<file path="config.mk">
export PLATFORM = sky130hd
export DESIGN_NAME = tsc_phase_scheduler_flat
export DESIGN_NICKNAME = d
export VERILOG_FILES = /design/src/rtl/tsc_pkg.sv /design/src/rtl/tsc_phase_scheduler_if.sv /design/src/rtl/tsc_interval_timer.sv /design/src/rtl/tsc_phase_scheduler.sv /design/src/flat_wrapper.sv
export SDC_FILE = /design/constraint.sdc
export NUM_CORES = 1
export LEC_CHECK = 0
export CAP_MARGIN = 10
export CORE_MARGIN = 10
export CORE_UTILIZATION = 45
export CTS_CLUSTER_DIAMETER = 120
export DETAILED_ROUTE_END_ITERATION = 8
export PLACE_DENSITY = 0.68
export SLEW_MARGIN = 40
export SYNTH_ARGS = -nofsm -noshare
export SYNTH_HDL_FRONTEND = slang
export SYNTH_SLANG_ARGS = --single-unit
</file>
<file path="constraint.sdc">
create_clock -name clk -period 3.31 [get_ports clk]
set_input_delay 0.331 -clock clk [delete_from_list [all_inputs] [get_ports clk]]
set_output_delay 0.331 -clock clk [all_outputs]
set_load 0.005 [all_outputs]
</file>
<file path="src/rtl/tsc_pkg.sv">
// Shared lamp and phase encodings for the intersection phase scheduler.
// Lamp decode lives here so every consumer agrees on what each phase shows.
package tsc_pkg;

  typedef enum logic [1:0] {
    RED    = 2'd0,
    YELLOW = 2'd1,
    GREEN  = 2'd2
  } lamp_e;

  typedef enum logic [2:0] {
    HG  = 3'd0,
    HY  = 3'd1,
    AR1 = 3'd2,
    CG  = 3'd3,
    CY  = 3'd4,
    AR2 = 3'd5
  } phase_e;

  // Returns {hwy, cntry}; undefined phase codes show both red.
  function automatic logic [3:0] phase_lamps(input phase_e ph);
    logic [3:0] l;
    l = {RED, RED};
    case (ph)
      HG:      l = {GREEN, RED};
      HY:      l = {YELLOW, RED};
      CG:      l = {RED, GREEN};
      CY:      l = {RED, YELLOW};
      default: l = {RED, RED};
    endcase
    return l;
  endfunction

endpackage

</file>
<file path="src/rtl/tsc_phase_scheduler_if.sv">
// Sensor/timebase inputs and lamp/status outputs of the phase scheduler.
// The master side drives the sensors and tick; the slave side is the scheduler.
interface tsc_phase_scheduler_if;
  logic       tick;
  logic       car_req;
  logic       ped_req;
  logic [1:0] hwy;
  logic [1:0] cntry;
  logic       ped_walk;
  logic       ped_pend;
  logic [2:0] phase;

  modport master (
    output tick, car_req, ped_req,
    input  hwy, cntry, ped_walk, ped_pend, phase
  );

  modport slave (
    input  tick, car_req, ped_req,
    output hwy, cntry, ped_walk, ped_pend, phase
  );
endinterface

</file>
<file path="src/rtl/tsc_interval_timer.sv">
// Tick counter for one phase interval: saturates at limit-1, done on the final tick.
// Restart clears it on a phase change; non-tick cycles hold the count.
module tsc_interval_timer #(
  parameter int TW = 4
) (
  input  logic          clk,
  input  logic          clear_n,
  input  logic          tick,
  input  logic          restart,
  input  logic [TW-1:0] limit,
  output logic          done,
  output logic [TW-1:0] cnt
);

  logic [TW-1:0] last;

  assign last = limit - TW'(1);
  assign done = tick && (cnt == last);

  always_ff @(posedge clk) begin
    if (!clear_n) begin
      cnt <= '0;
    end else if (restart) begin
      cnt <= '0;
    end else if (tick && (cnt != last)) begin
      cnt <= cnt + TW'(1);
    end
  end

endmodule

</file>
<file path="src/rtl/tsc_phase_scheduler.sv">
// Moore sequencer for the highway/country lights with a latched pedestrian request.
// Phase changes only on tick edges; all outputs come straight from registers.
module tsc_phase_scheduler
  import tsc_pkg::*;
#(
  parameter int Y2R_TK     = 3,
  parameter int R2G_TK     = 2,
  parameter int HWY_MIN_TK = 8,
  parameter int CTY_MAX_TK = 6,
  parameter int TW         = 4
) (
  input logic                   clk,
  input logic                   clear_n,
  tsc_phase_scheduler_if.slave  bus
);

  phase_e        state_q, state_d;
  logic          ped_q, walk_q;
  logic [TW-1:0] limit, t_cnt;
  logic          t_done, restart, enter_cg, exit_cg;

  always_comb begin
    limit = TW'(R2G_TK);
    case (state_q)
      HG:      limit = TW'(HWY_MIN_TK);
      HY, CY:  limit = TW'(Y2R_TK);
      CG:      limit = TW'(CTY_MAX_TK);
      default: limit = TW'(R2G_TK);
    endcase
  end

  tsc_interval_timer #(.TW(TW)) u_timer (
    .clk     (clk),
    .clear_n (clear_n),
    .tick    (bus.tick),
    .restart (restart),
    .limit   (limit),
    .done    (t_done),
    .cnt     (t_cnt)
  );

  always_ff @(posedge clk) begin
    if (!clear_n) state_q <= HG;
    else          state_q <= state_d;
  end

  always_comb begin
    state_d = state_q;
    case (state_q)
      // Highway green holds at its saturated count until someone asks to cross.
      HG:  if (bus.tick && (t_cnt == TW'(HWY_MIN_TK - 1)) && (bus.car_req || ped_q))
             state_d = HY;
      HY:  if (t_done) state_d = AR1;
      AR1: if (t_done) state_d = CG;
      // A walk in progress pins country green for the full interval.
      CG:  if (t_done || (bus.tick && !walk_q && !bus.car_req)) state_d = CY;
      CY:  if (t_done) state_d = AR2;
      AR2: if (t_done) state_d = HG;
      default: state_d = AR2;
    endcase
  end

  assign restart  = (state_d != state_q);
  assign enter_cg = (state_d == CG) && (state_q != CG);
  assign exit_cg  = (state_q == CG) && (state_d != CG);

  // A press on the CG-entry edge re-arms the latch for the following cycle.
  always_ff @(posedge clk) begin
    if (!clear_n) begin
      ped_q  <= 1'b0;
      walk_q <= 1'b0;
    end else if (enter_cg) begin
      walk_q <= ped_q;
      ped_q  <= bus.ped_req;
    end else begin
      ped_q <= ped_q | bus.ped_req;
      if (exit_cg) walk_q <= 1'b0;
    end
  end

  assign {bus.hwy, bus.cntry} = phase_lamps(state_q);
  assign bus.ped_walk         = walk_q;
  assign bus.ped_pend         = ped_q;
  assign bus.phase            = state_q;

endmodule

</file>
<file path="src/flat_wrapper.sv">
// flat-port wrapper written by rule: the top's interface ports become plain ports
module tsc_phase_scheduler_flat import tsc_pkg::*;
#(
  parameter int Y2R_TK     = 3,
  parameter int R2G_TK     = 2,
  parameter int HWY_MIN_TK = 8,
  parameter int CTY_MAX_TK = 6,
  parameter int TW         = 4
)
  (clk, clear_n, bus_tick, bus_car_req, bus_ped_req, bus_hwy, bus_cntry, bus_ped_walk, bus_ped_pend, bus_phase);
  tsc_phase_scheduler_if bus_i ();
  input logic clk;
  input logic clear_n;
  input wire logic [$bits(bus_i.tick)-1:0] bus_tick;
  input wire logic [$bits(bus_i.car_req)-1:0] bus_car_req;
  input wire logic [$bits(bus_i.ped_req)-1:0] bus_ped_req;
  output wire logic [$bits(bus_i.hwy)-1:0] bus_hwy;
  output wire logic [$bits(bus_i.cntry)-1:0] bus_cntry;
  output wire logic [$bits(bus_i.ped_walk)-1:0] bus_ped_walk;
  output wire logic [$bits(bus_i.ped_pend)-1:0] bus_ped_pend;
  output wire logic [$bits(bus_i.phase)-1:0] bus_phase;
  assign bus_i.tick = bus_tick;
  assign bus_i.car_req = bus_car_req;
  assign bus_i.ped_req = bus_ped_req;
  assign bus_hwy = bus_i.hwy;
  assign bus_cntry = bus_i.cntry;
  assign bus_ped_walk = bus_i.ped_walk;
  assign bus_ped_pend = bus_i.ped_pend;
  assign bus_phase = bus_i.phase;
  tsc_phase_scheduler #(.Y2R_TK(Y2R_TK), .R2G_TK(R2G_TK), .HWY_MIN_TK(HWY_MIN_TK), .CTY_MAX_TK(CTY_MAX_TK), .TW(TW)) u_core (.clk(clk), .clear_n(clear_n), .bus(bus_i));
endmodule
</file>
Word level (Yosys, flattened, before mapping)
Cells that the tools add are included.
{ "classes": {"addsub": 2, "eq_ne": 12, "mux": 12, "n_bitwise": 2, "reduce_logical": 16} }
{ "ops": {"columns": ["cell", "count"], "rows": [
  ["3-bit 2-to-1 mux", 6],
  ["3-bit case mux with 6 select lines", 1],
  ["4-bit case mux with 4 select lines", 1],
  ["4-bit case mux with 3 select lines", 1],
  ["3-bit by 2-bit == test with 1-bit output (second input constant)", 3],
  ["1-bit logical AND", 8],
  ["3-bit == test (second input constant)", 2],
  ["3-bit by 2-bit != test with 1-bit output (second input constant)", 2],
  ["4-bit by 1-bit adder with 4-bit output (second input constant)", 1],
  ["4-bit by 3-bit == test with 1-bit output (second input constant)", 1],
  ["4-bit == test", 1],
  ["4-bit != test", 1],
  ["2-bit OR reduction", 2],
  ["4-bit by 1-bit subtractor with 4-bit output (second input constant)", 1],
  ["3-bit by 1-bit == test with 1-bit output (second input constant)", 1],
  ["3-bit logical NOT", 1],
  ["1-bit 2-to-1 mux", 3],
  ["3-bit != test", 1],
  ["1-bit logical NOT", 2],
  ["1-bit logical OR", 2],
  ["2-bit nonzero test", 1],
  ["1-bit NOT", 1],
  ["1-bit bitwise OR", 1]
]} }
{ "totals": {"reg_bits": 9, "in_bits": 5, "output_inout_bits": 9, "word_cells": 48} }

Longest topological paths before layout
Gate-level depths: netlist of run 1.
{ "logic_depth": {"depth_word": 13, "depth_mapped": 13, "ltp_nobuf": 12} }

Hierarchy
From an unflattened synthesis of run 1, not the netlist that was laid out.
{ "hier_totals": {"hier_cells": 100, "area_unflattened_um2": 785.8} }
{ "modules_own_cells": {"columns": ["module", "instances", "cells_each", "area_per_inst_um2", "seq_area_each_um2"], "rows": [
  ["tsc_phase_scheduler", 1, 52, 416.6, 100.1],
  ["tsc_interval_timer", 1, 48, 369.1, 80.1]
]} }

Worst setup path before layout of run 1
Ideal clock, no wire load.
{ "synth_timing": {"path_type": "register -> register", "start": "reg u_core.state_q[2] (netlist: u_core.bus.phase[2])", "end": "reg u_core.walk_q (netlist: u_core.bus.ped_walk)", "setup_ps": 115, "arrival_time_ps": 2626, "required_time_ps": 3195, "slack_ps": 569, "path_stages_with_launch": 14, "path_buffers": 1, "cell_sequence": "dfxtp_1 buf_6 xnor2_1 or2_2 ha_1 xnor2_1 nor2_1 o2111ai_2 mux2_4 nor3b_2 ha_1 nand2_1 o21ai_0 and2_1"} }
{ "synth_via": {"elab_chain_len": 12} }
{ "synth_rtl": {"columns": ["item", "line_no", "rtl"], "rows": [
  ["start: declaration", "tsc_phase_scheduler.sv:17", "phase_e state_q, state_d;"],
  ["start signal: assignment", "tsc_phase_scheduler.sv:44", "else state_q <= state_d;"],
  ["3-bit by 1-bit == test with 1-bit output / 3-bit == test (equally long branches)", "tsc_phase_scheduler.sv:24, tsc_phase_scheduler.sv:49", null],
  ["2-bit OR reduction", "tsc_phase_scheduler.sv:24", "case (state_q)"],
  ["4-bit case mux with 3 select lines", "tsc_phase_scheduler.sv:24", null],
  ["4-bit by 1-bit subtractor with 4-bit output", "tsc_interval_timer.sv:17", "assign last = limit - TW'(1);"],
  ["4-bit == test", "tsc_interval_timer.sv:18", "assign done = tick && (cnt == last);"],
  ["1-bit logical AND", "tsc_interval_timer.sv:18", null],
  ["1-bit logical OR", "tsc_phase_scheduler.sv:56", "CG: if (t_done || (bus.tick && !walk_q && !bus.car_req)) state_d = CY;"],
  ["3-bit 2-to-1 mux", "tsc_phase_scheduler.sv:56", null],
  ["3-bit case mux with 6 select lines", "tsc_phase_scheduler.sv:49", "case (state_q)"],
  ["3-bit by 2-bit == test with 1-bit output / 3-bit by 2-bit != test with 1-bit output (equally long branches)", "tsc_phase_scheduler.sv:64, tsc_phase_scheduler.sv:65", null],
  ["1-bit logical AND, on equally long branches", "tsc_phase_scheduler.sv:64, tsc_phase_scheduler.sv:65", null],
  ["1-bit 2-to-1 mux / 2-bit nonzero test (equally long branches)", null, null],
  ["end signal: assignment", "tsc_phase_scheduler.sv:73", "walk_q <= ped_q;"],
  ["end: declaration", "tsc_phase_scheduler.sv:18", "logic ped_q, walk_q;"]
]} }
Parallel ways exist; a longest one is shown, timed or not.
A chain may end at the register's enable or synchronous reset.

Worst setup path after layout of run 1
Ends and elaborated chain as after synthesis.

==> results of run 1 <==
[placed cells by master, fill, tap and decap left out, drive strengths merged, types with 3 or more instances in the layout]
cell type	n
a21oi	5
and3	3
buf	3
clkbuf	4
clkdlybuf4s50	13
dfxtp	9
ha	3
nand2	8
nand3	3
nor3	5
nor3b	3
o211ai	3
o21ai	3
xnor2	4
[where the power goes]
group	leakage [nW]	switching [mW]	internal, mW
Combinational	0.223	0.0161	0.0165
Clock	0.0150	0.0399	0.0466
Sequential	0.0734	0.00607	0.113
[critical path, cell delays in order, from the launching register on]
cell and delay [ns]:
dfxtp_1 0.33, buf_4 0.17, nor3_1 0.31, ha_1 0.30, xnor2_1 0.12, nor2_1 0.23
o2111ai_2 0.23, mux2_4 0.35, nor3b_2 0.15, ha_1 0.26, nand2_1 0.07, o21ai_0 0.07
and2_1 0.15
[worst min path at each step]
stage | startpoint | endpoint | slack [ns] | cells past startpoint
after floorplan | u_core.u_timer.cnt[3]$_SDFFE_PP0P_ | u_core.u_timer.cnt[3]$_SDFFE_PP0P_ | 0.45 | 2
after global placement | u_core.u_timer.cnt[3]$_SDFFE_PP0P_ | u_core.u_timer.cnt[3]$_SDFFE_PP0P_ | 0.48 | 2
after detailed placement | u_core.u_timer.cnt[3]$_SDFFE_PP0P_ | u_core.u_timer.cnt[3]$_SDFFE_PP0P_ | 0.49 | 2
after CTS | u_core.u_timer.cnt[3]$_SDFFE_PP0P_ | u_core.u_timer.cnt[3]$_SDFFE_PP0P_ | 0.51 | 2
after global routing | u_core.u_timer.cnt[3]$_SDFFE_PP0P_ | u_core.u_timer.cnt[3]$_SDFFE_PP0P_ | 0.55 | 2
final | u_core.u_timer.cnt[3]$_SDFFE_PP0P_ | u_core.u_timer.cnt[3]$_SDFFE_PP0P_ | 0.50 | 2
[cell type report]
class	count	area, um^2
Clock buffer	4	26.28
Inverter	2	7.507
Fill cell	142	621.8
Sequential cell	9	180.2
Timing Repair Buffer	16	152.6
Tap cell	16	20.02
Multi-Input combinational cell	67	480.5
[through the flow]
step,setup WS (ns),cells
floorplan,0.5689,83
global placement,0.5598,110
detailed placement,0.4865,110
CTS,0.4656,114
global route,0.2695,114
finish,0.4583,114
[sequential cells by signal, summed over array words and instances (netlist names)]
register	flops
u_core.bus.phase	3
u_core.u_timer.cnt	4
u_core.bus.ped_pend	1
u_core.bus.ped_walk	1
[logic make-up after synthesis]
family	count (synthesis)	synth area share, %
adder cells (fa/ha/maj)	3	5.406
flip-flops	9	25.95
AO/OA/AOI/OAI	22	23.24
buffers and inverters	7	4.863
AND/OR/NAND/NOR	35	29.37
multiplexers	3	5.045
XOR/XNOR	4	6.127
[per-layer routing]
metal	vias up	track usage [%]	wire length, um
met5	-	0	0
met1	334	12.33	769
met3	4	3.648	113
met4	0	5.246	20
li1	342	-	-
met2	25	16.49	761
==> results.tsv, run 1 <==
stage	metric	value	unit
routing	via/cell ratio	6.184	
outcome	status	finished clean	
routing	residual DRC count	0	
worst_setup_path	Critical Path Source	u_core.bus.phase[2]$_SDFF_PN0_	
global_routing	first-pass GRT wire length	2953	um
power_and_ir_drop	pwr/cell area	274.2	nW/um^2
routing	DR WL/cell	14.61	um
synthesis	Ys Warns	0	
clock_network	total CTS buffers	3	
timing	Setup TNS	0	ns
worst_setup_path	CP max FO	10	
worst_setup_path	startpoint of the worst-slack reg-to-reg timing path	u_core.bus.phase[2]$_SDFF_PN0_	
placement	PortBufs	13	
synthesis	Yosys top cell area share	25.95	%
timing	clk_skew	0.001243	ns
layout	nets@finish	107	
layout	diode count	0	
clock_network	Resized cells post-CTS	0	
worst_setup_path	CP Launch Type	register	
worst_setup_path	Worst Path Class, Setup	reg2reg	
timing	Slew @ Worst Pin	0.4345	ns
die	Die X	59.28	um
routing	DRT iter0 DRCs	17	
routing	antenna-violating nets left	0	
timing	final worst path period share	86.15	%
synthesis	post-synthesis instance total	83	
worst_hold_path	Min-Delay Path Class	reg2reg	
synthesis	Unique masters post-synth	38	
layout	final instance area	867.1	um^2
synthesis	Synth area leader	dfxtp_1	
layout	Final Util	58.24	%
clock_network	worst-skew pair later-pin latency	0.26	ns
clock_network	hold_buf cts	0	
placement	Area after DPL	840.8	um^2
flow_run	MaxCap Viol Count	0	
worst_setup_path	crit path to	u_core.bus.ped_walk$_SDFFE_PN0P_	
placement	GPL Wtd Cong	0.8148	
synthesis	Seq/Total Area, Yosys	25.95	%
timing	Fin Hold WS	0.5025	ns
clock_network	Clock Tree Buf Depth	2	
clock_network	clk slew on worst S/H paths	0.06	ns
worst_setup_path	slack of the worst reg-to-reg path	0.46	ns
worst_setup_path	worst endpoint data arrival time	3.01	ns
worst_setup_path	crit end category	register	
clock_network	CTS tree	yes	
synthesis	Post-synth EDFFs	0	
timing	final setup violating endpoints	0	
global_routing	number of global-route vias before repair	682	
clock_network	# H-tree levels	1	
timing	max frequency	350.7	MHz
global_routing	largest net degree at the start of global routing	16	
die	Core Region	1489	um^2
die	Rows	14	
worst_setup_path	CP required	3.47	ns
placement	DP Wirelength	1278	um
layout	area added between synthesis and finish	24.86	%
synthesis	number of synthesized register bits	9	
timing	Final Hold Fails	0	
timing	Slew HR	70.94	%
global_routing	initial antenna violation count	0	
synthesis	top cells by area, synth	dfxtp_1, ha_1, nand2_1, xnor2_1, a21oi_1	
routing	WL final	1665	um
synthesis	most frequent cell after synthesis	dfxtp_1	
timing	Slew Limit Fails	0	
die	Die H	59.28	um
synthesis	top_reg_cell synth	dfxtp_1	
die	die area	3514	um^2
die	I/O pin cnt	14	
worst_setup_path	r2r endpoint	u_core.bus.ped_walk$_SDFFE_PN0P_	
worst_setup_path	Worst Reg-to-Reg Cells	12	
global_routing	grt ovf	0	
power_and_ir_drop	Pwr Total	0.2378	mW
layout	share of layout cells above drive strength 1	14.29	%
power_and_ir_drop	Leakage	0.3110	nW
synthesis	Cell Area, Synth	694.4	um^2
routing	via count	705	
synthesis	synth cell count leaders	dfxtp_1, nand2_1, a21oi_1, nor3_1, clkbuf_1	
die	starting density of the core	46.64	%
clock_network	CTS sink count	9	
power_and_ir_drop	VDD IR-drop max	0.0001923	V
synthesis	Syn Nets	91	
timing	unrepaired setup endpoints after global routing	false	
clock_network	Post-CTS Setup Bufs	0	
timing	Tmin final	2.852	ns
global_routing	GR Util All Layers	10.54	%
synthesis	Avg Inst Size Synth	8.366	um^2
clock_network	CTS Root Cell	clkbuf_4	
synthesis	ys async rst share	0	%
routing	DRT Pass-1 Iters	4	
Note: power is estimated with default switching activity, not from simulation.
==> inputs of run 2 (changes only) <==
- clock period: 3.31 -> 2.9 ns (I/O delays scaled with it)
==> results.tsv, run 2 (same netlist as run 1, synthesis figures left out) <==
stage	metric	value	unit
outcome	status	finished clean	
worst_setup_path	crit end category	register	
routing	Met2 Routed Length	848	um
die	starting density of the core	46.64	%
global_routing	initial antenna violation count	0	
routing	via count	699	
power_and_ir_drop	Switching Fraction	27.49	%
power_and_ir_drop	pwr/cell area	302.3	nW/um^2
clock_network	CTS sink count	9	
power_and_ir_drop	Gate power share	15.3	%
layout	Final Util	62.35	%
routing	DRT iter0 DRCs	15	
timing	max frequency	359.8	MHz
global_routing	GR Util All Layers	9.983	%
timing	Final Hold Fails	0	
routing	antenna-violating nets left	0	
routing	DR WL/cell	15.01	um
clock_network	CTS Root Cell	clkbuf_4	
layout	diode count	0	
timing	final setup violating endpoints	0	
clock_network	hold_buf cts	0	
worst_setup_path	CP max FO	4	
clock_network	CTS tree	yes	
clock_network	worst-skew pair later-pin latency	0.27	ns
placement	GPL Wtd Cong	0.7592	
routing	DRT Pass-1 Iters	4	
timing	Slew @ Worst Pin	0.5064	ns
clock_network	total CTS buffers	3	
routing	via/cell ratio	5.974	
timing	Slew Limit Fails	0	
routing	M1 WL	786	um
placement	DP Wirelength	1296	um
timing	Fin Hold WS	0.5017	ns
die	Rows	14	
global_routing	first-pass GRT wire length	2753	um
clock_network	# H-tree levels	1	
power_and_ir_drop	internal power	0.2035	mW
layout	most frequent cells in the layout	clkdlybuf4s50_1, nand2_1, dfxtp_1	
placement	PortBufs	13	
global_routing	number of global-route vias before repair	648	
timing	Slew HR	65.98	%
routing	WL final	1756	um
worst_hold_path	Min-Delay Path Class	reg2reg	
power_and_ir_drop	P_sw	0.07715	mW
power_and_ir_drop	sequential share of power	48.3	%
flow_run	MaxCap Viol Count	0	
die	Die H	59.28	um
die	Die X	59.28	um
layout	area added between synthesis and finish	33.69	%
timing	final worst setup slack	0.1205	ns
routing	routed wl met3	106	um
timing	clk_skew	0.003164	ns
placement	pre-CTS setup slack	0.08363	ns
layout	most common cell after layout, fill and taps aside	clkdlybuf4s50_1	
clock_network	clk slew on worst S/H paths	0.07	ns
die	die area	3514	um^2
worst_setup_path	CP Launch Type	register	
layout	nets@finish	110	
power_and_ir_drop	Pwr Total	0.2807	mW
clock_network	Clock Tree Buf Depth	2	
layout	share of layout cells above drive strength 1	23.76	%
worst_setup_path	CP required	3.06	ns
worst_setup_path	Worst Path Class, Setup	reg2reg	
worst_setup_path	worst endpoint data arrival time	2.94	ns
global_routing	largest net degree at the start of global routing	15	
timing	Setup TNS	0	ns
timing	final worst path period share	95.85	%
timing	Tmin final	2.780	ns
routing	residual DRC count	0	
layout	number of flip-flops under the largest register name	4	
power_and_ir_drop	Leakage	0.3376	nW
die	Core Region	1489	um^2
power_and_ir_drop	clock power share	36.4	%
routing	Max Used Layer	met4	
layout	Top reg by flops	u_core.u_timer.cnt	
power_and_ir_drop	VDD IR-drop max	0.0002327	V
global_routing	grt ovf	0	
die	I/O pin cnt	14	
==> run 2: area by class of cell <==
type,instances,area (um^2)
Inverter,2,7.507
Clock buffer,4,26.28
Timing Repair Buffer,19,175.2
Multi-Input combinational cell,67,516.7
Sequential cell,9,182.7
Fill cell,135,560.5
Tap cell,16,20.02
==> run 2: layer usage <==
layer | up-vias | global-route usage (%)
li1 | 352 | -
met3 | 2 | 3.219
met1 | 329 | 11.37
met5 | - | 0
met4 | 0 | 5.902
met2 | 16 | 15.75
==> run 2: timing repair <==
action | CTS | global route
gates resized for setup | 0 | 8
buffers inserted | 0 | 2
setup endpoints to repair | 0 | 1
==> run 2: final timing paths <==
kind / end / slack (ns) / startpoint / cells past startpoint
worst min register to register: u_core.u_timer.cnt[3]$_SDFFE_PP0P_ / 0.50 / u_core.u_timer.cnt[3]$_SDFFE_PP0P_ / 2
worst max-delay path: u_core.bus.ped_walk$_SDFFE_PN0P_ / 0.12 / u_core.bus.phase[0]$_SDFF_PN0_ / 12
worst min-delay path: u_core.u_timer.cnt[3]$_SDFFE_PP0P_ / 0.50 / u_core.u_timer.cnt[3]$_SDFFE_PP0P_ / 2
worst max register to register: u_core.bus.ped_walk$_SDFFE_PN0P_ / 0.12 / u_core.bus.phase[0]$_SDFF_PN0_ / 12
==> run 2: power by group through the flow <==
stage / Sequential (mW) / Combinational, mW / Clock, mW
2_1_floorplan: 0.136 / 0.0251 / 0
3_3_place_gp: 0.138 / 0.0383 / 0
3_5_place_dp: 0.138 / 0.0393 / 0
4_1_cts: 0.135 / 0.0398 / 0.103
5_1_grt: 0.136 / 0.0475 / 0.107
6_report: 0.135 / 0.0430 / 0.102
==> run 2: per-stage QoR <==
| step | cells | cell area [um^2] |
|---|---|---|
| 2_1_floorplan | 83 | 694.4 |
| 3_3_place_gp | 111 | 848.3 |
| 3_5_place_dp | 111 | 848.3 |
| 4_1_cts | 115 | 874.6 |
| 5_1_grt | 117 | 928.4 |
| 6_report | 117 | 928.4 |
==> run 2: critical path, cell delays in order, from the launching register on <==
cell       delay, ns
dfxtp_2         0.35
xnor2_2         0.14
or2_2           0.29
ha_2            0.20
xnor2_2         0.15
xnor2_2         0.29
o2111ai_4       0.18
mux2_4          0.34
nor3b_2         0.18
ha_1            0.25
nand2_1         0.07
o21ai_0         0.08
and2_1          0.17
==> inputs of run 3 (changes only) <==
- ABC_CLOCK_PERIOD_IN_PS: not set -> 2900
==> results of run 3 <==
The final DEF is identical to that of run 2; final timing and power are the same.
